File: src/rtl/align_gearbox.sv
// Parametrised pack / unpack / pass-through width converter with valid/ready on both sides.
// Define ALIGN_GEARBOX_MSB_FIRST_EN to reverse lane order (first narrow word in the MSB lane).
module align_gearbox #(
    parameter int IDATA_BIT = 64,
    parameter int ODATA_BIT = 256,
    localparam int MAXW     = (IDATA_BIT > ODATA_BIT) ? IDATA_BIT : ODATA_BIT,
    localparam int MINW     = (IDATA_BIT > ODATA_BIT) ? ODATA_BIT : IDATA_BIT,
    localparam int RATIO    = MAXW / MINW,
    localparam int LANE_BIT = $clog2(RATIO) + 1
) (
    input  logic                 clk,
    input  logic                 rstn,
    input  logic [IDATA_BIT-1:0] idata,
    input  logic                 idata_valid,
    input  logic                 idata_last,
    output logic                 idata_ready,
    output logic [ODATA_BIT-1:0] odata,
    output logic                 odata_valid,
    output logic                 odata_last,
    output logic [LANE_BIT-1:0]  odata_lanes,
    input  logic                 odata_ready
);

    localparam int CNT_W = (RATIO > 1) ? $clog2(RATIO) : 1;

`ifdef ALIGN_GEARBOX_MSB_FIRST_EN
    localparam bit MSB_FIRST = 1'b1;
`else
    localparam bit MSB_FIRST = 1'b0;
`endif

    if ((MAXW % MINW) != 0) begin : g_bad_ratio
        $error("align_gearbox: wide width must be an integer multiple of narrow width");
    end

    if (IDATA_BIT < ODATA_BIT) begin : g_pack
        logic [ODATA_BIT-1:0] r_pack;
        logic [ODATA_BIT-1:0] r_odata;
        logic [ODATA_BIT-1:0] w_assembled;
        logic [CNT_W-1:0]     r_cnt;
        logic [CNT_W-1:0]     w_lane;
        logic [LANE_BIT-1:0]  r_lanes;
        logic                 r_valid;
        logic                 r_last;
        logic                 w_ready;
        logic                 w_accept;
        logic                 w_done;

        assign w_ready  = !(r_valid && !odata_ready);
        assign w_accept = idata_valid && w_ready;
        assign w_done   = w_accept && ((r_cnt == CNT_W'(RATIO - 1)) || idata_last);
        assign w_lane   = MSB_FIRST ? (CNT_W'(RATIO - 1) - r_cnt) : r_cnt;

        // The completing lane is merged here so it lands in the output word on the same edge.
        always_comb begin
            w_assembled = r_pack;
            w_assembled[w_lane*IDATA_BIT +: IDATA_BIT] = idata;
        end

        always_ff @(posedge clk or negedge rstn) begin
            if (!rstn) begin
                r_pack  <= '0;
                r_odata <= '0;
                r_cnt   <= '0;
                r_lanes <= '0;
                r_valid <= 1'b0;
                r_last  <= 1'b0;
            end else if (w_done) begin
                r_odata <= w_assembled;
                r_valid <= 1'b1;
                r_last  <= idata_last;
                r_lanes <= LANE_BIT'(r_cnt) + LANE_BIT'(1);
                r_cnt   <= '0;
                r_pack  <= '0;
            end else begin
                if (w_accept) begin
                    r_pack <= w_assembled;
                    r_cnt  <= r_cnt + CNT_W'(1);
                end
                if (odata_ready) begin
                    r_valid <= 1'b0;
                end
            end
        end

        assign idata_ready = w_ready;
        assign odata       = r_odata;
        assign odata_valid = r_valid;
        assign odata_last  = r_last;
        assign odata_lanes = r_lanes;
    end else if (IDATA_BIT > ODATA_BIT) begin : g_unpack
        logic [IDATA_BIT-1:0] r_shift;
        logic [CNT_W-1:0]     r_cnt;
        logic [CNT_W-1:0]     w_lane;
        logic                 r_full;
        logic                 r_wlast;
        logic                 w_last_lane;
        logic                 w_ready;
        logic                 w_accept;

        assign w_last_lane = (r_cnt == CNT_W'(RATIO - 1));
        assign w_ready     = !r_full || (w_last_lane && odata_ready);
        assign w_accept    = idata_valid && w_ready;
        assign w_lane      = MSB_FIRST ? (CNT_W'(RATIO - 1) - r_cnt) : r_cnt;

        // A new word may load on the final lane's handshake, giving back-to-back words without a bubble.
        always_ff @(posedge clk or negedge rstn) begin
            if (!rstn) begin
                r_shift <= '0;
                r_cnt   <= '0;
                r_full  <= 1'b0;
                r_wlast <= 1'b0;
            end else if (w_accept) begin
                r_shift <= idata;
                r_cnt   <= '0;
                r_full  <= 1'b1;
                r_wlast <= idata_last;
            end else if (r_full && odata_ready) begin
                if (w_last_lane) begin
                    r_shift <= '0;
                    r_cnt   <= '0;
                    r_full  <= 1'b0;
                    r_wlast <= 1'b0;
                end else begin
                    r_cnt <= r_cnt + CNT_W'(1);
                end
            end
        end

        assign idata_ready = w_ready;
        assign odata       = r_shift[w_lane*ODATA_BIT +: ODATA_BIT];
        assign odata_valid = r_full;
        assign odata_last  = r_full && r_wlast && w_last_lane;
        assign odata_lanes = LANE_BIT'(r_full);
    end else begin : g_pass
        logic [ODATA_BIT-1:0] r_odata;
        logic                 r_valid;
        logic                 r_last;
        logic                 w_ready;

        assign w_ready = !r_valid || odata_ready;

        always_ff @(posedge clk or negedge rstn) begin
            if (!rstn) begin
                r_odata <= '0;
                r_valid <= 1'b0;
                r_last  <= 1'b0;
            end else if (idata_valid && w_ready) begin
                r_odata <= idata;
                r_valid <= 1'b1;
                r_last  <= idata_last;
            end else if (odata_ready) begin
                r_valid <= 1'b0;
            end
        end

        assign idata_ready = w_ready;
        assign odata       = r_odata;
        assign odata_valid = r_valid;
        assign odata_last  = r_last;
        assign odata_lanes = LANE_BIT'(r_valid);
    end

endmodule

File: config.mk
export PLATFORM = sky130hd
export DESIGN_NAME = align_gearbox
export DESIGN_NICKNAME = d
export VERILOG_FILES = /design/src/rtl/align_gearbox.sv
export SDC_FILE = /design/constraint.sdc
export NUM_CORES = 1
export LEC_CHECK = 0
export BUFFER_PORTS_ARGS = -buffer_cell sky130_fd_sc_hd__buf_2
export CORE_UTILIZATION = 30
export DETAILED_ROUTE_END_ITERATION = 10
export SETUP_SLACK_MARGIN = 0.05
export SLEW_MARGIN = 20
export SYNTH_ARGS = -nofsm -noshare
export SYNTH_HDL_FRONTEND = slang
export SYNTH_SLANG_ARGS = --single-unit
File: constraint.sdc
create_clock -name clk -period 4.05 [get_ports clk]
set_input_delay 0.81 -clock clk [delete_from_list [all_inputs] [get_ports clk]]
set_output_delay 0.81 -clock clk [all_outputs]
set_load 0.02 [all_outputs]
==> results of run 1 <==
==> state kept, by name, indices dropped and copies added, names as in the netlist <==
register       cells
odata_valid        1
g_pack.r_cnt       2
odata            256
odata_last         1
g_pack.r_pack    256
odata_lanes        3
==> through the flow <==
| stage | instances | utilization [%] | cell area [um2] | setup slack, ps |
|---|---|---|---|---|
| after floorplan | 2118 | - | 22950 | 1602 |
| after global placement | 3195 | 33.37 | 25300 | 596.0 |
| after detailed placement | 3195 | 33.38 | 25310 | 572.5 |
| after CTS | 3300 | 36.04 | 27330 | 552.1 |
| after global routing | 3300 | 36.04 | 27330 | 363.4 |
| final | 3300 | 36.04 | 27330 | 541.8 |
==> worst max-delay path, cell delays in order (launching register included) <==
cell and delay (ps):
dfrtp_4 720, buf_4 590, ha_4 570, buf_4 490
nor4bb_4 290, buf_4 410, a21oi_1 120, a21oi_1 170
==> synth_stat cells (6+ instances only) <==
library cell,count
clkbuf_1,134
buf_4,11
a21oi_1,260
a32o_1,94
nor2b_1,99
a22oi_1,34
a22o_1,165
clkbuf_2,10
o21ai_0,95
a32oi_1,30
buf_1,26
buf_2,96
ha_1,6
o32a_1,94
dfrtp_1,519
nor3b_1,30
a31oi_1,162
nand2_1,64
nor3_1,63
inv_1,97
==> cell usage in the layout, fill, tap and decap left out, drive strengths merged, types with 2 or more instances in the layout <==
cell,n
dfrtp,519
a32o,94
o32a,94
nor3,66
a31oi,162
nand3,2
ha,6
clkbuf,69
nor2,2
clkinvlp,7
inv,100
buf,376
nand2,64
a22oi,34
nor3b,31
nor4bb,2
a21oi,260
and4,3
a22o,165
a32oi,30
o211ai,4
mux2,3
clkinv,18
o21ai,95
bufinv,10
nor2b,99
==> kinds of logic after synthesis <==
| group | count (synthesis) | synth area share [%] |
|---|---|---|
| buffers and inverters | 376 | 6.908 |
| adders and majority gates | 6 | 0.3271 |
| AOI/OAI and AO/OA | 938 | 29.13 |
| muxes | 3 | 0.1472 |
| DFF | 519 | 56.59 |
| and+or+nand+nor | 276 | 6.897 |
==> power breakdown <==
group | switching, mW | total (mW) | internal, mW
combinational | 2.81 | 3.99 | 1.18
clock | 2.25 | 5.62 | 3.37
sequential | 0.507 | 6.40 | 5.89
total | 5.57 | 16.0 | 10.4
==> how the worst min path moves through the flow <==
stage	slack (ps)	to	cells past startpoint	start
final	270	odata[39]	1	rstn
after global placement	470	g_pack.r_pack[129]	1	g_pack.r_pack[129]
after detailed placement	480	g_pack.r_pack[131]	1	g_pack.r_pack[131]
after floorplan	460	g_pack.r_pack[10]	1	g_pack.r_pack[10]
after global routing	320	odata[40]	1	rstn
after CTS	300	odata[37]	1	rstn
==> cell type report <==
class | instances | area [um2] | area share, %
clock inverter | 36 | 467.9 | 1.712
clock buffer | 69 | 1551 | 5.677
sequential | 519 | 12990 | 47.54
timing repair buffer | 376 | 2163 | 7.916
inverter | 99 | 380.4 | 1.392
multi-input combinational | 1223 | 8549 | 31.29
tap | 978 | 1224 | 4.478
==> routing by layer <==
| metal | global-route usage [%] | wire length, um | part of all wire (%) | vias up |
|---|---|---|---|---|
| met5 | 0 | 7 | 0.0083 | - |
| met4 | 8.214 | 3223 | 3.8 | 2 |
| met3 | 4.987 | 6594 | 7.8 | 149 |
| met2 | 32.75 | 38230 | 45 | 843 |
| met1 | 29.07 | 36210 | 43 | 10060 |
| li1 | - | - | - | 8283 |
==> key figures, run 1 <==
Finish
  • Layout cells sized above 1: between 20% and 30%
  • Diode count: 0
  • Area grow syn2layout: 19.08%
  • Fill count: between 7k and 8k
  • Final nets: ~2.4k

Die
  • Initial Util: a little under a third
  • FP Rows: between 100 and 150
  • Core Area: ~76000 um2
  • I/O pins: roughly 330
  • Die W: 278.6 um
  • Die Span Y: ~280 um
  • Die area: between 70000 and 80000 um2

Setup path
  • CP Data Required Time: around 4600 ps
  • R2R Setup Slk: around 540 ps
  • FF-to-FF End: odata[229]
  • Worst setup SP type: flop
  • WP data arrival: 4020 ps
  • Worst Setup EP: odata[229]
  • Worst setup path class: reg2reg
  • Critical Path Fanout Max: 39
  • Worst R2R Path Depth: 7
  • Critical Path Source: g_pack.r_cnt[0]
  • Worst R2R Start: g_pack.r_cnt[0]
  • Crit end category: flop

Timing
  • Max Clock Skew: between 9 and 10 ps
  • Final setup violation count: 0
  • Slew Limit Fails: 0
  • Min Clock Period, post-route: approximately 3500 ps
  • Max-slew headroom: around 29%
  • Hold WS: between 200 and 300 ps
  • Final period utilization: ~87%
  • Setup TNS: 0 ps
  • Worst slew pin tran: 1069 ps
  • Hold Vio Cnt, Final: 0
  • F_max: ~290 MHz
  • RSZ-0062 raised after global routing: false

Global routing
  • Initial antenna violation count: 1
  • Total Routing Usage GR: about a fifth
  • Grt ovf: 0
  • Largest net degree at the start of global routing: approximately 160
  • First-pass GRT wire length: between 100000 and 150000 um
  • Vias in the first global route: roughly 19k

Synthesis
  • Sequential area share after synthesis: ~57%
  • Syn Inst Count: 2118
  • Post-Syn Area: about 23000 um2
  • Synth area leader: dfrtp_1
  • Ys async rst share: between 90% and 100%
  • Syn_nets: around 2.2k
  • Syn Area/Cell: between 10 and 15 um2
  • Synth Register Bits: a little over 500
  • Synth top area share: ~57%
  • Most used DFF post-synth: dfrtp_1
  • Top cells by area, synth: dfrtp_1 (57%), a22o_1 (6.3%), a21oi_1 (5.7%)
  • EDFF count, synth: 0
  • Distinct cell type count after synthesis: 37
  • YS warnings: 0

Detailed routing
  • Wire per inst: 25.53 um
  • Drt drc: 0
  • Initial DRC Count: 1697
  • DRT antenna net count: 0
  • Vias per inst: between 5 and 6
  • Post-Route WL: 84260 um
  • Detailed Routing Iterations Pass 1: 6
  • Via Count: ~19k

CTS
  • Worst-path clk slew: ~60 ps
  • Setup repair bufs after CTS: 0
  • Hold_buf cts: 0
  • Htree depth: 2
  • Root Buffer Master: clkbuf_16
  • CTS buffer count: between 50 and 60
  • Longest Clk Path Bufs: 3
  • CTS tree: yes
  • Clk sinks: 519
  • Post-CTS Resized: 0
  • Worst-skew pair later-pin latency: 600 ps

Place
  • GP Congestion: 0.8070
  • Number of port buffers: 330
  • DP HPWL: between 50000 and 60000 um

Pwr
  • Tot Pwr: roughly 16 mW
  • Largest vdd supply drop: between 0.0002 and 0.0003 V
  • PwrDens: ~590 nW/um2
  • P_leak: 11.47 nW

Min path
  • Worst min path class: in2async

Job
  • Max-Cap Viols: 0

Run status
  • Outcome: finished clean
(Power assumes the default switching activity.)
==> run 2: changes to the inputs <==
--- a/config.mk
+++ b/config.mk
@@ -6,6 +6,7 @@
 export NUM_CORES = 1
 export LEC_CHECK = 0
 export BUFFER_PORTS_ARGS = -buffer_cell sky130_fd_sc_hd__buf_2
+export CORE_MARGIN = 4
 export CORE_UTILIZATION = 30
 export DETAILED_ROUTE_END_ITERATION = 10
 export SETUP_SLACK_MARGIN = 0.05
==> constraint.sdc (replaced) <==
create_clock -name clk -period 4.05 [get_ports clk]
set_input_delay 1.215 -clock clk [delete_from_list [all_inputs] [get_ports clk]]
set_output_delay 1.215 -clock clk [all_outputs]
set_load 0.02 [all_outputs]
==> run 2 against run 1 <==
Net effect:
- clock power shrank 6.6%
- hold slack gained 220 ps
- first-iteration DRC count grew 12%
- register-to-register slack gained 250 ps
- sequential power is essentially flat
- cell count grew 0.45%
- largest power group unchanged
- design area grew 0.13%
- maximum frequency grew 5.1%
- global-route usage shrank 0.72 points
- flip-flop and latch count is the same
==> key figures, run 2 (synthesized netlist as in run 1, its figures left out) <==
Run status
  • Outcome: finished clean

Job
  • Max-Cap Viols: 0

Pwr
  • PwrDens: roughly 570 nW/um2
  • Switch share: 35.53%
  • Largest vdd supply drop: 0.0002879 V
  • Pint: between 10 and 15 mW
  • Share of power burned in registers: between 40 and 50%
  • Psw: 5.587 mW
  • P_leak: approximately 11 nW
  • Comb pwr share: around 26%
  • Clock power share: around a third

Global routing
  • Total Routing Usage GR: just over 20%
  • First-pass GRT wire length: ~130000 um
  • Grt ovf: 0
  • Initial antenna violation count: 1
  • Largest net degree at the start of global routing: 112
  • Vias in the first global route: 19.47k

Setup path
  • Max stage delay on crit path: ~320 ps
  • Crit end category: primary output
  • Most used cell, CP: buf_2
  • Worst R2R Start: g_pack.r_cnt[0]
  • Worst setup path class: in2out
  • Critical Path Source: odata_ready
  • Critical Path Fanout Max: 26
  • WP data arrival: between 2000 and 2500 ps
  • CP Data Required Time: 2830 ps
  • Worst setup SP type: primary input
  • Critical-path top delay cell: nor2b_1
  • Crit-path cells: buf_2 > nor2b_1 > inv_6 > buf_2

CTS
  • CTS tree: yes
  • Htree depth: 2
  • Worst-skew pair later-pin latency: 610 ps
  • Longest Clk Path Bufs: 3
  • Root Buffer Master: clkbuf_16
  • Setup repair bufs after CTS: 0
  • Hold_buf cts: 0
  • CTS buffer count: 57
  • Clk sinks: slightly above 500
  • Worst-path clk slew: roughly 60 ps
  • Post-CTS Resized: 0

Finish
  • Layout cells sized above 1: approximately 22%
  • Most common cell after layout, fill and taps aside: dfrtp_1
  • Final Util: a little over a third
  • Most frequent cells in the layout: dfrtp_1 (518), buf_2 (328), a21oi_1 (260)
  • Final nets: between 2k and 2.5k
  • Area grow syn2layout: 19.23%

Timing
  • Setup TNS: 0 ps
  • Final setup violation count: 0
  • Max Clock Skew: 25.93 ps
  • RSZ-0062 raised after global routing: false
  • Hold Vio Cnt, Final: 0
  • Final period utilization: ~80%
  • Worst slew pin tran: between 1000 and 1500 ps
  • Slew Limit Fails: 0
  • F_max: around 300 MHz
  • Max-slew headroom: 22.57%
  • Min Clock Period, post-route: roughly 3300 ps

Min path
  • Worst min path class: reg2reg
  • Critical hold path startpoint: g_pack.r_pack[179]

Detailed routing
  • Via Count: ~20k
  • Initial DRC Count: roughly 1.9k
  • Wire per inst: roughly 26 um
  • Drt drc: 0
  • Vias per inst: roughly 5.9
  • DRT antenna net count: 0
  • Detailed Routing Iterations Pass 1: 5
  • Post-Route WL: ~86000 um

Place
  • GP Congestion: roughly 0.8
  • DP HPWL: 52490 um
  • Number of port buffers: 330

Die
  • I/O pins: 331
  • Core Area: 75820 um2
  • Die W: ~280 um
  • Die Span Y: 284.6 um
  • FP Rows: between 100 and 150
  • Initial Util: a little over 30%
  • Die area: approximately 81000 um2
==> run 2: cell count changes in the layout (fill, tap and decap cells not counted), sizes merged <==
cell / change
buf: +13
diode: +1
clkinvlp: +3
bufinv: -7
clkinv: -5
clkbuf: +11
inv: -1
==> run 2: layout make-up <==
| cell class | instances | area (um2) |
|---|---|---|
| Antenna cell | 1 | 2.502 |
| Clock buffer | 80 | 1645 |
| Clock inverter | 26 | 237.7 |
| Fill cell | 7456 | 48460 |
| Inverter | 99 | 377.9 |
| Multi-Input combinational cell | 1223 | 8541 |
| Sequential cell | 519 | 12990 |
| Tap cell | 978 | 1224 |
| Timing Repair Buffer | 389 | 2344 |
==> run 2: worst paths after layout <==
check / cells past startpoint / end / slack [ps]
max: 4 / idata_ready / 710
min: 1 / g_pack.r_pack[179] / 490
max reg2reg: 6 / g_pack.r_pack[214] / 790
min reg2reg: 1 / g_pack.r_pack[179] / 490
max in group asynchronous: 2 / g_pack.r_pack[2] / 2390
min in group asynchronous: 1 / g_pack.r_pack[210] / 670
==> run 2: metal layers <==
layer  GRT usage, %  share of wire, %  up-vias
met5              0                 0        -
met4          6.609               3.3        0
met3          4.018               7.0      164
met2          33.06                47      819
met1          28.14                43    10190
li1               -                 -     8324
==> run 2: power by group through the flow <==
stage	Clock, mW	Combinational, mW	Sequential [mW]
5_1_grt	5.57	4.33	6.49
3_3_place_gp	0	3.98	6.48
3_5_place_dp	0	4.05	6.50
6_report	5.25	4.05	6.42
2_1_floorplan	0	1.58	7.10
4_1_cts	5.36	4.06	6.42
==> run 2: metrics by stage <==
step | setup slack, ps | instances | hold WS [ps] | instance area (um2) | power (mW)
final | 711.3 | 3315 | 488.4 | 27360 | 15.72
after global routing | 629.3 | 3314 | 498.2 | 27360 | 16.39
after CTS | 718.3 | 3313 | 493.7 | 27330 | 15.84
after detailed placement | 730.7 | 3207 | 480.8 | 25450 | 10.55
after global placement | 698.0 | 3207 | 473.0 | 25450 | 10.46
after floorplan | 792.3 | 2118 | 464.9 | 22950 | 8.678
==> run 2: worst max-delay path, delay by kind of cell <==
kind / cells / cell delay (ps)
AND/OR/NAND/NOR: 1 / 320
buffers and inverters: 3 / 570
